--- config.mk ---
export PLATFORM = sky130hd
export DESIGN_NAME = regfile_write_arbiter_flat
export DESIGN_NICKNAME = d
export VERILOG_FILES = /design/src/rtl/regfile_write_arbiter_if.sv /design/src/rtl/regfile_write_arbiter.sv /design/src/flat_wrapper.sv
export SDC_FILE = /design/constraint.sdc
export NUM_CORES = 1
export LEC_CHECK = 0
export BUFFER_PORTS_ARGS = -buffer_cell sky130_fd_sc_hd__buf_2
export CORE_UTILIZATION = 30
export DETAILED_ROUTE_END_ITERATION = 16
export SYNTH_ARGS = -nofsm -noshare
export SYNTH_HDL_FRONTEND = slang
export SYNTH_SLANG_ARGS = --single-unit
--- constraint.sdc ---
create_clock -name clk -period 2.5 [get_ports clk]
set_input_delay 0.125 -clock clk [delete_from_list [all_inputs] [get_ports clk]]
set_output_delay 0.125 -clock clk [all_outputs]
set_load 0.02 [all_outputs]
--- src/rtl/regfile_write_arbiter_if.sv ---
// Register-file write-port bundle: core writeback, t0 trigger, debug valid/ready in; registered rf_* write, core_stall, clear_busy out.
// The master modport drives the requests; the slave modport belongs to the arbiter.
interface regfile_write_arbiter_if #(
  parameter int ADDRESS_WIDTH = 5,
  parameter int DATA_WIDTH    = 32
);
  logic                     core_we;
  logic [ADDRESS_WIDTH-1:0] core_addr;
  logic [DATA_WIDTH-1:0]    core_data;
  logic                     trigger;
  logic                     dbg_valid;
  logic [ADDRESS_WIDTH-1:0] dbg_addr;
  logic [DATA_WIDTH-1:0]    dbg_data;
  logic                     dbg_ready;
  logic                     rf_we;
  logic [ADDRESS_WIDTH-1:0] rf_addr;
  logic [DATA_WIDTH-1:0]    rf_wd;
  logic                     core_stall;
  logic                     clear_busy;

  modport master (
    output core_we, core_addr, core_data, trigger, dbg_valid, dbg_addr, dbg_data,
    input  dbg_ready, rf_we, rf_addr, rf_wd, core_stall, clear_busy
  );

  modport slave (
    input  core_we, core_addr, core_data, trigger, dbg_valid, dbg_addr, dbg_data,
    output dbg_ready, rf_we, rf_addr, rf_wd, core_stall, clear_busy
  );
endinterface

--- src/rtl/regfile_write_arbiter.sv ---
// Shares the register-file write port (core > trigger > debug) and zeroes x1..x31 after every reset; grant-to-rf_* latency 1 cycle.
// Debug is backpressured by dbg_ready; the core is held by core_stall during clear and when debug has been blocked STARVE_LIMIT cycles.
module regfile_write_arbiter #(
  parameter int ADDRESS_WIDTH = 5,
  parameter int DATA_WIDTH    = 32,
  parameter int TRIG_REG      = 5,
  parameter int STARVE_LIMIT  = 8
) (
  input logic                    clk,
  input logic                    rst_n,
  regfile_write_arbiter_if.slave rf_if
);
  localparam int STARVE_W = $clog2(STARVE_LIMIT + 1);
  localparam logic [STARVE_W-1:0]      STARVE_MAX = STARVE_W'(STARVE_LIMIT);
  localparam logic [ADDRESS_WIDTH-1:0] LAST_ADDR  = '1;

  typedef enum logic {CLEAR, RUN} state_t;

  state_t                   state_q, state_d;
  logic [ADDRESS_WIDTH-1:0] clr_cnt_q, clr_cnt_d;
  logic                     trig_pend_q, trig_pend_d;
  logic [STARVE_W-1:0]      starve_q, starve_d;
  logic                     grant;
  logic                     we_d;
  logic [ADDRESS_WIDTH-1:0] addr_d;
  logic [DATA_WIDTH-1:0]    wd_d;
  logic                     busy_d;
  logic                     stall_d;
  logic                     dbg_ready_c;

  always_comb begin
    state_d     = state_q;
    clr_cnt_d   = clr_cnt_q;
    trig_pend_d = trig_pend_q;
    starve_d    = starve_q;
    grant       = 1'b0;
    addr_d      = '0;
    wd_d        = '0;
    dbg_ready_c = 1'b0;

    case (state_q)
      CLEAR: begin
        // core_we is ignored here; triggers are only remembered
        grant       = 1'b1;
        addr_d      = clr_cnt_q;
        clr_cnt_d   = clr_cnt_q + 1'b1;
        trig_pend_d = trig_pend_q | rf_if.trigger;
        if (clr_cnt_q == LAST_ADDR) state_d = RUN;
      end
      RUN: begin
        if (rf_if.core_we) begin
          grant       = 1'b1;
          addr_d      = rf_if.core_addr;
          wd_d        = rf_if.core_data;
          trig_pend_d = trig_pend_q | rf_if.trigger;
        end else if (trig_pend_q || rf_if.trigger) begin
          grant       = 1'b1;
          addr_d      = ADDRESS_WIDTH'(TRIG_REG);
          wd_d        = DATA_WIDTH'(1);
          trig_pend_d = 1'b0;
        end else if (rf_if.dbg_valid) begin
          grant       = 1'b1;
          dbg_ready_c = 1'b1;
          addr_d      = rf_if.dbg_addr;
          wd_d        = rf_if.dbg_data;
        end
        // Saturating count of consecutive blocked debug cycles
        if (rf_if.dbg_valid && !dbg_ready_c)
          starve_d = (starve_q == STARVE_MAX) ? starve_q : starve_q + 1'b1;
        else
          starve_d = '0;
      end
      default: state_d = CLEAR;
    endcase

    we_d    = grant && (addr_d != '0);
    busy_d  = (state_d == CLEAR);
    stall_d = busy_d || (starve_d == STARVE_MAX);
  end

  assign rf_if.dbg_ready = dbg_ready_c;

  always_ff @(posedge clk or negedge rst_n) begin
    if (!rst_n) begin
      state_q          <= CLEAR;
      clr_cnt_q        <= ADDRESS_WIDTH'(1);
      trig_pend_q      <= 1'b0;
      starve_q         <= '0;
      rf_if.rf_we      <= 1'b0;
      rf_if.rf_addr    <= '0;
      rf_if.rf_wd      <= '0;
      rf_if.core_stall <= 1'b1;
      rf_if.clear_busy <= 1'b1;
    end else begin
      state_q          <= state_d;
      clr_cnt_q        <= clr_cnt_d;
      trig_pend_q      <= trig_pend_d;
      starve_q         <= starve_d;
      rf_if.rf_we      <= we_d;
      rf_if.rf_addr    <= addr_d;
      rf_if.rf_wd      <= wd_d;
      rf_if.core_stall <= stall_d;
      rf_if.clear_busy <= busy_d;
    end
  end
endmodule

--- src/flat_wrapper.sv ---
// flat-port wrapper written by rule: the top's interface ports become plain ports
module regfile_write_arbiter_flat 
#(
  parameter int ADDRESS_WIDTH = 5,
  parameter int DATA_WIDTH    = 32,
  parameter int TRIG_REG      = 5,
  parameter int STARVE_LIMIT  = 8
)
  (clk, rst_n, rf_if_core_we, rf_if_core_addr, rf_if_core_data, rf_if_trigger, rf_if_dbg_valid, rf_if_dbg_addr, rf_if_dbg_data, rf_if_dbg_ready, rf_if_rf_we, rf_if_rf_addr, rf_if_rf_wd, rf_if_core_stall, rf_if_clear_busy);
  regfile_write_arbiter_if #(.ADDRESS_WIDTH(ADDRESS_WIDTH), .DATA_WIDTH(DATA_WIDTH)) rf_if_i ();
  input logic clk;
  input logic rst_n;
  input wire logic [$bits(rf_if_i.core_we)-1:0] rf_if_core_we;
  input wire logic [$bits(rf_if_i.core_addr)-1:0] rf_if_core_addr;
  input wire logic [$bits(rf_if_i.core_data)-1:0] rf_if_core_data;
  input wire logic [$bits(rf_if_i.trigger)-1:0] rf_if_trigger;
  input wire logic [$bits(rf_if_i.dbg_valid)-1:0] rf_if_dbg_valid;
  input wire logic [$bits(rf_if_i.dbg_addr)-1:0] rf_if_dbg_addr;
  input wire logic [$bits(rf_if_i.dbg_data)-1:0] rf_if_dbg_data;
  output wire logic [$bits(rf_if_i.dbg_ready)-1:0] rf_if_dbg_ready;
  output wire logic [$bits(rf_if_i.rf_we)-1:0] rf_if_rf_we;
  output wire logic [$bits(rf_if_i.rf_addr)-1:0] rf_if_rf_addr;
  output wire logic [$bits(rf_if_i.rf_wd)-1:0] rf_if_rf_wd;
  output wire logic [$bits(rf_if_i.core_stall)-1:0] rf_if_core_stall;
  output wire logic [$bits(rf_if_i.clear_busy)-1:0] rf_if_clear_busy;
  assign rf_if_i.core_we = rf_if_core_we;
  assign rf_if_i.core_addr = rf_if_core_addr;
  assign rf_if_i.core_data = rf_if_core_data;
  assign rf_if_i.trigger = rf_if_trigger;
  assign rf_if_i.dbg_valid = rf_if_dbg_valid;
  assign rf_if_i.dbg_addr = rf_if_dbg_addr;
  assign rf_if_i.dbg_data = rf_if_dbg_data;
  assign rf_if_dbg_ready = rf_if_i.dbg_ready;
  assign rf_if_rf_we = rf_if_i.rf_we;
  assign rf_if_rf_addr = rf_if_i.rf_addr;
  assign rf_if_rf_wd = rf_if_i.rf_wd;
  assign rf_if_core_stall = rf_if_i.core_stall;
  assign rf_if_clear_busy = rf_if_i.clear_busy;
  regfile_write_arbiter #(.ADDRESS_WIDTH(ADDRESS_WIDTH), .DATA_WIDTH(DATA_WIDTH), .TRIG_REG(TRIG_REG), .STARVE_LIMIT(STARVE_LIMIT)) u_core (.clk(clk), .rst_n(rst_n), .rf_if(rf_if_i));
endmodule
* Yosys cells after proc, flatten, opt, wreduce, memory -nomap -nowiden
Cells that the tools add are included.
Word-level totals: bits in registers 51, bits of input ports 79, output and inout bits 41
Cells by class: add/sub/neg operators 2, eq/ne operators 4, mux-type cells 24, bitwise operators 3, reductions and logical operators 6
Operators with widths (count):
- two-way mux 32 bit | 4
- two-way mux 5 bit | 3
- two-way mux 4 bit | 3
- two-way mux 1 bit | 11
- one-hot mux 5 bit (2 select lines) | 1
- equality test 4 bit (second input constant) | 2
- adder 5 x 1 -> 5 bit (second input constant) | 1
- equality test 5 bit (second input constant) | 1
- nonzero test 5 bit | 1
- adder 4 x 1 -> 4 bit (second input constant) | 1
- one-hot mux 1 bit (2 select lines) | 2
- inequality test 3 bit (second input constant) | 1
- logical AND 1 bit | 2
- logical OR 1 bit | 2
- inverter 1 bit | 2
- zero test 1 bit | 1
- OR 1 bit | 1

* Logic depth before layout (Yosys ltp)
Gate-level depths: netlist (run 1).
depth in word-level cells 10, gate-level depth with buffers 6

* Worst setup path after synthesis (run 1)
No wires, ideal clock.
path type reg2reg, from reg u_core.trig_pend_q, to reg u_core.rf_if.rf_we, setup time 0.139 ns, data arrival time 1.654 ns, data required time 2.361 ns, path slack 0.708 ns, cell stages (with the launch flop) 5, cells stage by stage dfrtp_1 -> a2111oi_0 -> o31ai_1 -> a2111o_1 -> or4_4
Between the ends: longest elaborated chain between the ends 6, elaborated cells on any way between the ends 9, classes of those cells mux: 6; reduce/logical: 3
Ends and longest elaborated chain:
- start: declaration | line regfile_write_arbiter.sv:21 | logic trig_pend_q, trig_pend_d;
- start signal: assignment | line regfile_write_arbiter.sv:97 | trig_pend_q <= trig_pend_d;
- logical OR 1 bit | line regfile_write_arbiter.sv:56 | end else if (trig_pend_q || rf_if.trigger) begin
- two-way mux 5 bit | line regfile_write_arbiter.sv:56
- two-way mux 5 bit | line regfile_write_arbiter.sv:51 | if (rf_if.core_we) begin
- one-hot mux 5 bit (2 select lines) | line regfile_write_arbiter.sv:41 | case (state_q)
- via u_core.addr_d[0] | line regfile_write_arbiter.sv:25 | logic [ADDRESS_WIDTH-1:0] addr_d;
- nonzero test 5 bit | line regfile_write_arbiter.sv:76 | we_d = grant && (addr_d != '0);
- logical AND 1 bit | line regfile_write_arbiter.sv:76
- via u_core.we_d | line regfile_write_arbiter.sv:24 | logic we_d;
- end signal: assignment | line regfile_write_arbiter.sv:99 | rf_if.rf_we <= we_d;
- end: declaration | line regfile_write_arbiter_if.sv:28 | output dbg_ready, rf_we, rf_addr, rf_wd, core_stall, clear_busy
The timed path passes the listed nets, and every way through them passes these cells. A chain may end at the register's enable or synchronous reset.

* Worst setup path after layout (run 1)
Same ends and word-level chain as after synthesis.

==> metrics.md, run 1 <==
| Metric | Value |
|---|---|
| Status | `complete, but fails checks` |
| Violated checks | `design-rule violations` |
| CTS resizes | `0` |
| FF-to-FF Start | `u_core.trig_pend_q$_DFFE_PN0P_` |
| Chip Height | `84.8 µm` |
| H-tree depth | `2` |
| Post-DP HPWL | `3.75 mm` |
| Net count after synthesis | `242` |
| Final Slew Violations | `0` |
| Main combinational cell family by area after synthesis | `compound AO/OA/AOI/OAI gates` |
| Post-synthesis compound-gate area fraction | `0.220` |
| Pwr Total | `1.62 mW` |
| Sw frac | `0.270` |
| Fin. Hold Viols | `0` |
| Max Freq | `493 MHz` |
| Max Root-Sink Buffers | `2` |
| Adder-cell share of the synthesized area | `0.0244` |
| GRT Util Overall | `0.144` |
| Simple-Gate Fraction of Synth Area | `0.0731` |
| Cell count after synthesis | `159` |
| Worst R2R End | `u_core.rf_if.rf_we$_DFF_PN0_` |
| Worst Hold Class | `input port to register` |
| MaxCap Viol Count | `0` |
| Worst-path clk slew | `0.09 ns` |
| Crit path max fanout | `4` |
| Max-Slew Margin vs Limit | `0.578` |
| Critical path endpoint category | `register` |
| Reg2Reg Depth | `4` |
| Clock power frac | `0.289` |
| Reg power frac | `0.546` |
| CTS tree | `built` |
| Reg2Reg Setup Slack | `0.47 ns` |
| P_int | `1.18 mW` |
| Die width | `84.8 µm` |
| Rows | `29` |
| Power per standard cell area | `569 nW/µm²` |
| Required @ worst endpoint | `2.68 ns` |
| RSZ-0062 raised after global routing | `no` |
| Initial DRC count | `50` |
| Drt total wl | `5.11 mm` |
| Final net count | `365` |
| End point of the critical path | `u_core.rf_if.rf_we$_DFF_PN0_` |
| IO Port Bufs | `119` |
| Final setup TNS | `0 ns` |
| Finished Layout Cells | `360` |
| I/O pin count | `120` |
| Clk_lat worst skew | `0.30 ns` |
| Clk root buf | `clkbuf_8` |
| Via Count | `1744` |
| Register area share after synthesis | `0.623` |
| Mux contribution to synthesized area | `0.0158` |
| Minimum clock period | `2.03 ns` |
| Core area | `6490 µm²` |
| Seq cells post-synth | `51` |
| DRT Pass-1 Iters | `10` |
| First-pass GRT wire length | `8.05 mm` |
| Worst Tran Pin Value | `0.634 ns` |
| Post-place setup slack | `0.481 ns` |
| GP Congestion | `0.728` |
| Via density | `4.84` |
| VDD IR max | `0.234 mV` |
| Clk sink count | `51` |
| Synth Area in XOR/XNOR | `0.0128` |
| Worst Setup SP | `u_core.trig_pend_q$_DFFE_PN0P_` |
| Share of post-route cells with drive strength above 1 | `0.491` |
| Post-synth EDFFs | `0` |
| Synth async-reset ratio | `1.00` |
| Post-CTS setup buffer count | `0` |
| Placed cell areas | `2750 µm²` |
| Initial antenna violation count | `0` |
| Synth Flop Type | `dfrtp_1` |
| Largest net degree at the start of global routing | `52` |
| YS warnings | `0` |
| Layout area overhead | `38.2%` |
| Startpoint types | `register` |
| Leak | `1.53 nW` |
| Vias in the first global route | `1699` |
| Yosys cell types | `35` |
| Crit share post-route | `0.811` |
| Post-route cell area | `2840 µm²` |
| Leading area contributor after synthesis | `dfrtp_1` |
| Post-Syn Area per Cell | `12.9 µm²` |
| Slack of the critical path | `0.473 ns` |
| Worst path arrival time | `2.21 ns` |
| Placed cell count | `351` |
| Final antenna diode count | `0` |
| Switching power | `436 µW` |
| Setup violators final | `0` |
| Kind of critical path | `register to register` |
| Most numerous cell in the Yosys netlist | `dfrtp_1` |
| Post-synth top cells | `dfrtp_1, a22o_1, clkbuf_1, inv_1` |
| Avg WL per Cell | `14.2 µm` |
| Drt drc | `6` |
| Inserted Clock Buffers | `5` |
| Synth area leaders | `dfrtp_1, a22o_1, dfstp_2` |
| Initial Utilization | `0.316` |
| Post-synthesis cell area | `2050 µm²` |
| Remaining antenna violation count | `0` |
| Setup Skew | `0.00213 ns` |
| Gr ovfl total | `0` |
| Comb power frac | `0.164` |
| Post-synth top area share | `0.585` |
| Die Area | `7180 µm²` |
worst max-delay path, stage by stage (launching register included):
cell and delay (ns):
dfrtp_1 0.42, a2111oi_0 0.52, o31ai_1 0.17, a2111o_1 0.40, or4_4 0.40
metrics by stage:
step / utilization / hold slack [ns]
finish: 0.437 / 0.0323
global route: 0.437 / 0.0207
CTS: 0.437 / 0.0212
detailed placement: 0.423 / 0.280
global placement: 0.423 / 0.276
floorplan: - / -0.171
logic make-up after synthesis:
group,Yosys count
buffers and inverters,15
adder cells (fa/ha/maj),4
AO/OA/AOI/OAI,57
XOR/XNOR,3
AND/OR/NAND/NOR,26
multiplexers,3
flip-flops,51
power groups by stage:
stage	sequential, mW	combinational (mW)	clock [mW]
3_3_place_gp	0.898	0.265	0
6_report	0.883	0.265	0.468
5_1_grt	0.888	0.289	0.517
3_5_place_dp	0.899	0.267	0
4_1_cts	0.883	0.269	0.486
2_1_floorplan	0.953	0.0729	0
final cells by class:
class | instances | area [µm²]
Clock buffer | 6 | 72.6
Timing Repair Buffer | 125 | 643
Fill cell | 628 | 3650
Sequential cell | 51 | 1280
Multi-Input combinational cell | 93 | 713
Tap cell | 77 | 96.3
Inverter | 6 | 22.5
Clock inverter | 2 | 12.5
flip-flops by register name, indices dropped and copies added, names as in the netlist:
name / count
u_core.clr_cnt_q: 5
u_core.rf_if.clear_busy: 1
u_core.rf_if.core_stall: 1
u_core.rf_if.rf_addr: 5
u_core.rf_if.rf_wd: 32
u_core.rf_if.rf_we: 1
u_core.starve_q: 4
u_core.state_q: 1
u_core.trig_pend_q: 1
how the worst min path moves through the flow:
stage                   startpoint                               end  slack, ns  depth (start not counted)
3_5_place_dp                 rst_n  u_core.rf_if.rf_wd[10]$_DFF_PN0_       0.28                          2
4_1_cts        rf_if_core_data[24]  u_core.rf_if.rf_wd[24]$_DFF_PN0_       0.02                          2
5_1_grt        rf_if_core_data[27]  u_core.rf_if.rf_wd[27]$_DFF_PN0_       0.02                          2
2_1_floorplan                rst_n   u_core.clr_cnt_q[1]$_DFFE_PN0N_      -0.17                          0
6_report       rf_if_core_data[24]  u_core.rf_if.rf_wd[24]$_DFF_PN0_       0.03                          2
3_3_place_gp                 rst_n   u_core.rf_if.rf_wd[4]$_DFF_PN0_       0.28                          2
timing repair:
action,CTS,global route
hold buffers,1,0
endpoints found under the hold margin,48,0
endpoints found under the setup margin,0,0
placed cells by master (no fill, tap or decap), types with 2 or more instances in the layout:
cell | netlist | layout
a21oi_1 | 5 | 5
clkbuf_8 | 0 | 5
mux2_2 | 2 | 2
and3_1 | 4 | 4
dfrtp_1 | 48 | 48
nand2_1 | 5 | 5
dfstp_2 | 3 | 3
buf_4 | 0 | 5
buf_2 | 0 | 119
o31ai_1 | 3 | 3
nor2b_1 | 4 | 4
nor2_1 | 4 | 3
o22ai_1 | 3 | 3
ha_1 | 4 | 4
xnor2_1 | 3 | 3
a22o_1 | 32 | 32
o21ai_0 | 5 | 5
o2bb2ai_1 | 2 | 2
inv_1 | 6 | 6
nand2b_1 | 2 | 2
metal layers:
layer	vias to the layer above	routed length (µm)	global-route usage
li1	838	-	-
met1	841	2180	0.175
met2	57	2640	0.251
met3	8	189	0.0285
met4	0	97	0.0586
met5	-	0	0
No activity file was read; power rests on OpenSTA's default activity.
==> run 2: changes to the inputs <==
==> constraint.sdc (replaced) <==
create_clock -name clk -period 1.7 [get_ports clk]
set_input_delay 0.085 -clock clk [delete_from_list [all_inputs] [get_ports clk]]
set_output_delay 0.085 -clock clk [all_outputs]
set_load 0.02 [all_outputs]
==> metrics.md, run 2 (synthesis gave the netlist of run 1 again) <==
| Metric | Value |
|---|---|
| Required @ worst endpoint | `1.88 ns` |
| GP Congestion | `0.780` |
| Top Metal Used | `met4` |
| Status | `complete, but fails checks` |
| Rows | `29` |
| Met1 wire length | `2.51 mm` |
| Chip Height | `84.8 µm` |
| Switching power | `662 µW` |
| RSZ-0062 raised after global routing | `yes` |
| Leak | `1.75 nW` |
| Die width | `84.8 µm` |
| Final setup TNS | `-0.00353 ns` |
| Gr ovfl total | `0` |
| Minimum clock period | `1.70 ns` |
| Final antenna diode count | `0` |
| Startpoint types | `register` |
| I/O pin count | `120` |
| Post-DP HPWL | `3.93 mm` |
| Post-CTS setup buffer count | `0` |
| Slack of the critical path | `-0.00353 ns` |
| Worst-path clk slew | `0.09 ns` |
| Vias in the first global route | `2067` |
| Clk root buf | `clkbuf_8` |
| Comb power frac | `0.195` |
| Clk sink count | `51` |
| Final Slew Violations | `0` |
| Worst R2R End | `u_core.rf_if.rf_we$_DFF_PN0_` |
| Crit share post-route | `1.00` |
| Avg WL per Cell | `15.1 µm` |
| Hold Path Depth | `2` |
| H-tree depth | `2` |
| Met3 routed WL | `234 µm` |
| Power per standard cell area | `757 nW/µm²` |
| Reg2Reg Setup Slack | `-0.004 ns` |
| Commonest cells after routing, fill and taps aside | `buf_2, dfrtp_1, dlygate4sd3_1, a22o_1, buf_4` |
| Smallest hold slack | `0.0130 ns` |
| Top register by number of flip-flops | `u_core.rf_if.rf_wd` |
| Share of post-route cells with drive strength above 1 | `0.466` |
| Post-route cell area | `3380 µm²` |
| Via density | `4.82` |
| Pwr Total | `2.56 mW` |
| WL met2 | `3.22 mm` |
| Fin. Hold Viols | `0` |
| Die Area | `7180 µm²` |
| Initial Utilization | `0.316` |
| Sw frac | `0.259` |
| Core area | `6490 µm²` |
| IO Port Bufs | `119` |
| Most common cell after layout, fill and taps aside | `buf_2` |
| Post-place setup slack | `-0.0259 ns` |
| Drt total wl | `6.11 mm` |
| Largest net degree at the start of global routing | `52` |
| Final net count | `410` |
| Kind of critical path | `register to register` |
| Setup violators final | `1` |
| Remaining antenna violation count | `0` |
| Initial antenna violation count | `0` |
| Via Count | `1954` |
| Worst path arrival time | `1.88 ns` |
| VDD IR max | `0.440 mV` |
| Max reg flops | `32` |
| Clk_lat worst skew | `0.30 ns` |
| Reg power frac | `0.508` |
| Worst Hold Class | `input port to register` |
| GRT Util Overall | `0.172` |
| MaxCap Viol Count | `0` |
| FF-to-FF Start | `u_core.trig_pend_q$_DFFE_PN0P_` |
| Hold path startpoint | `rf_if_core_data[7]` |
| Worst Tran Pin Value | `0.327 ns` |
| DRT Pass-1 Iters | `11` |
| Drt drc | `6` |
| Max-Slew Margin vs Limit | `0.782` |
| Placed cell areas | `2810 µm²` |
| Setup Skew | `0.00347 ns` |
| Clock power frac | `0.297` |
| Top flop regs | `u_core.rf_if.rf_wd: 32 flops, u_core.clr_cnt_q: 5 flops, u_core.rf_if.rf_addr: 5 flops` |
| Violated checks | `design-rule violations, negative setup slack` |
| Worst hold path endpoint | `u_core.rf_if.rf_wd[7]$_DFF_PN0_` |
| Crit path max fanout | `3` |
| CTS tree | `built` |
| Max Freq | `587 MHz` |
| Inserted Clock Buffers | `5` |
| First-pass GRT wire length | `9.68 mm` |
| Layout area overhead | `64.4%` |
| P_int | `1.89 mW` |
| Critical path endpoint category | `register` |
| Max Root-Sink Buffers | `2` |
| Initial DRC count | `90` |
| Reg2Reg Depth | `4` |
-- run 2: metrics by stage --
stage | std cells | util
4_1_cts | 404 | 0.511
5_1_grt | 405 | 0.520
2_1_floorplan | 159 | -
3_3_place_gp | 357 | 0.432
3_5_place_dp | 357 | 0.432
6_report | 405 | 0.520
-- run 2: power by group through the flow --
stage	clock network, mW	logic (mW)	registers, mW
6_report	0.760	0.498	1.30
5_1_grt	0.839	0.541	1.30
4_1_cts	0.796	0.484	1.30
3_5_place_dp	0	0.411	1.32
3_3_place_gp	0	0.406	1.32
2_1_floorplan	0	0.108	1.40
-- run 2: cell type report --
class                           count  area, µm²
Timing Repair Buffer              170       1120
Clock inverter                      1       7.51
Sequential cell                    51       1280
Tap cell                           77       96.3
Clock buffer                        7       96.3
Fill cell                         572       3120
Inverter                            6       22.5
Multi-Input combinational cell     93        753
-- run 2: timing repair --
item                                    CTS  global route
resized for setup                         4             7
hold endpoints to repair                 70             0
hold buffers                             39             0
endpoints found under the setup margin    2             2
pin swaps                                 0             0
gates cloned                              0             1
-- run 2: worst max-delay path by stage --
stage / to / slack, ns / startpoint
2_1_floorplan: u_core.rf_if.rf_we$_DFF_PN0_ / 0.02 / u_core.trig_pend_q$_DFFE_PN0P_
3_3_place_gp: u_core.rf_if.rf_we$_DFF_PN0_ / 0.004 / u_core.trig_pend_q$_DFFE_PN0P_
3_5_place_dp: u_core.rf_if.rf_we$_DFF_PN0_ / -0.03 / u_core.trig_pend_q$_DFFE_PN0P_
4_1_cts: u_core.rf_if.rf_we$_DFF_PN0_ / -0.04 / u_core.trig_pend_q$_DFFE_PN0P_
5_1_grt: u_core.rf_if.rf_we$_DFF_PN0_ / -0.05 / u_core.trig_pend_q$_DFFE_PN0P_
6_report: u_core.rf_if.rf_we$_DFF_PN0_ / -0.004 / u_core.trig_pend_q$_DFFE_PN0P_
-- run 2: routing by layer --
layer	track usage	vias to the layer above
met4	0.0678	0
met3	0.0305	14
li1	-	927
met1	0.192	942
met5	0	-
met2	0.324	71
-- run 2: critical path, cell delays in order, from the launching register on --
cell	delay, ns
dfrtp_2	0.45
a2111oi_4	0.23
o31ai_2	0.11
a2111o_1	0.38
or4_4	0.40
==> run 3: changes to the inputs <==
--- a/config.mk
+++ b/config.mk
@@ -8,6 +8,8 @@
 export BUFFER_PORTS_ARGS = -buffer_cell sky130_fd_sc_hd__buf_2
 export CORE_UTILIZATION = 30
 export DETAILED_ROUTE_END_ITERATION = 16
+export HOLD_SLACK_MARGIN = 0.1
+export MAX_ROUTING_LAYER = met4
 export SYNTH_ARGS = -nofsm -noshare
 export SYNTH_HDL_FRONTEND = slang
 export SYNTH_SLANG_ARGS = --single-unit
==> metrics.md, run 3 (synthesis gave the netlist of run 1 again) <==
| Metric | Value |
|---|---|
| Status | `complete, but fails checks` |
| Violated checks | `design-rule violations, negative setup slack` |
| Inserted Clock Buffers | `5` |
| # fillers | `535` |
| Placed cell areas | `2810 µm²` |
| Worst Hold Class | `input port to register` |
| FF-to-FF Start | `u_core.trig_pend_q$_DFFE_PN0P_` |
| Clk root buf | `clkbuf_8` |
| Final antenna diode count | `0` |
| DRT Pass-1 Iters | `12` |
| Drt drc | `6` |
| Top register by number of flip-flops | `u_core.rf_if.rf_wd` |
| Startpoint types | `register` |
| Post-DP HPWL | `3.93 mm` |
| Max Root-Sink Buffers | `2` |
| Reg2Reg Depth | `4` |
| Gr ovfl total | `0` |
| Core Util, Final | `0.565` |
| Commonest cells after routing, fill and taps aside | `buf_2, dlygate4sd3_1, dfrtp_1, a22o_1, buf_4` |
| IO Port Bufs | `119` |
| Setup violators final | `1` |
| Max-Slew Margin vs Limit | `0.775` |
| Crit path max fanout | `3` |
| Layout area overhead | `78.5%` |
| Initial DRC count | `85` |
| Hold Path Depth | `3` |
| Slack of the critical path | `-0.00240 ns` |
| Largest net degree at the start of global routing | `52` |
| Minimum clock period | `1.70 ns` |
| Initial Utilization | `0.316` |
| Post-route cell area | `3670 µm²` |
| Clk_lat worst skew | `0.30 ns` |
| Fin. Hold Viols | `0` |
| Final Slew Violations | `0` |
| Top flop regs | `u_core.rf_if.rf_wd: 32 flops, u_core.clr_cnt_q: 5 flops, u_core.rf_if.rf_addr: 5 flops` |
| First-pass GRT wire length | `10.6 mm` |
| Kind of critical path | `register to register` |
| I/O pin count | `120` |
| Power per standard cell area | `715 nW/µm²` |
| Clk sink count | `51` |
| Die Area | `7180 µm²` |
| GP Congestion | `0.790` |
| Initial antenna violation count | `0` |
| Rows | `29` |
| Hold path startpoint | `rf_if_core_addr[3]` |
| Drt total wl | `6.84 mm` |
| Most common cell after layout, fill and taps aside | `buf_2` |
| VDD IR max | `0.429 mV` |
| Share of post-route cells with drive strength above 1 | `0.429` |
| CTS tree | `built` |
| Max reg flops | `32` |
| Max Freq | `587 MHz` |
| Setup Skew | `0.00339 ns` |
| Final setup TNS | `-0.00240 ns` |
| H-tree depth | `2` |
| Via density | `4.88` |
| Final net count | `439` |
| Vias in the first global route | `2312` |
| Core area | `6490 µm²` |
| Worst Tran Pin Value | `0.338 ns` |
| Avg WL per Cell | `15.8 µm` |
| Worst path arrival time | `1.88 ns` |
| RSZ-0062 raised after global routing | `yes` |
| Required @ worst endpoint | `1.88 ns` |
| GRT Util Overall | `0.196` |
| Worst R2R End | `u_core.rf_if.rf_we$_DFF_PN0_` |
| Chip Height | `84.8 µm` |
| Remaining antenna violation count | `0` |
| Leak | `1.87 nW` |
| Via Count | `2119` |
| Crit share post-route | `1.00` |
| Worst-path clk slew | `0.09 ns` |
| MaxCap Viol Count | `0` |
| Critical path endpoint category | `register` |
| Reg2Reg Setup Slack | `-0.002 ns` |
| Die width | `84.8 µm` |
| Worst hold path endpoint | `u_core.rf_if.rf_addr[3]$_DFF_PN0_` |
==> run 3: cell types whose count changed in the layout (fill, tap and decap cells not counted) <==
cell,previous run,this run
dlygate4sd3_1,39,68
==> run 3: worst max path at each step <==
stage	startpoint	cells past startpoint	slack, ns	end
detailed placement	u_core.trig_pend_q$_DFFE_PN0P_	4	-0.03	u_core.rf_if.rf_we$_DFF_PN0_
global placement	u_core.trig_pend_q$_DFFE_PN0P_	4	0.004	u_core.rf_if.rf_we$_DFF_PN0_
floorplan	u_core.trig_pend_q$_DFFE_PN0P_	5	0.02	u_core.rf_if.rf_we$_DFF_PN0_
CTS	u_core.trig_pend_q$_DFFE_PN0P_	4	-0.04	u_core.rf_if.rf_we$_DFF_PN0_
finish	u_core.trig_pend_q$_DFFE_PN0P_	4	-0.002	u_core.rf_if.rf_we$_DFF_PN0_
global route	u_core.trig_pend_q$_DFFE_PN0P_	4	-0.05	u_core.rf_if.rf_we$_DFF_PN0_
==> run 3: area by class of cell <==
| cell class | count | area, µm² | area share |
|---|---|---|---|
| timing repair buffer | 199 | 1410 | 0.384 |
| sequential | 51 | 1280 | 0.350 |
| multi-input combinational | 93 | 753 | 0.205 |
| clock buffer | 7 | 96.3 | 0.0263 |
| tap | 77 | 96.3 | 0.0263 |
| inverter | 6 | 22.5 | 0.00614 |
| clock inverter | 1 | 7.51 | 0.00205 |
==> run 3: what timing repair did <==
action                                  CTS  global route
resized for setup                         4             7
endpoints found under the setup margin    2             2
endpoints found under the hold margin    86             0
gates cloned                              0             1
setup buffers                             0             0
hold buffers                             68             0
==> run 3: power breakdown <==
group	total, mW	switching [mW]	internal, mW
logic	0.558	0.268	0.291
registers	1.30	0.0209	1.28
clock network	0.765	0.394	0.371
total	2.62	0.683	1.94
==> run 3: worst max-delay path, stage by stage, from the launching register on <==
cell and delay (ns):
dfrtp_2 0.45, a2111oi_4 0.23, o31ai_2 0.11, a2111o_1 0.38, or4_4 0.40
==> run 3: metrics by stage <==
stage | power (mW) | hold slack (ns) | instances | setup WS, ns
after global placement | 1.72 | 0.0959 | 357 | 0.00384
final | 2.62 | 0.180 | 434 | -0.00240
after CTS | 2.63 | 0.102 | 433 | -0.0404
after floorplan | 1.51 | -0.211 | 159 | 0.0244
after global routing | 2.75 | 0.144 | 434 | -0.0518
after detailed placement | 1.73 | 0.0967 | 357 | -0.0259
==> run 3: per-layer routing <==
layer / wire length (µm) / part of all wire / vias to the layer above / track usage
met4: 291 / 0.043 / 0 / 0.100
met2: 3650 / 0.53 / 85 / 0.367
met5: 0 / 0 / - / -
met3: 260 / 0.038 / 28 / 0.0374
met1: 2640 / 0.39 / 1023 / 0.191
li1: - / - / 983 / -
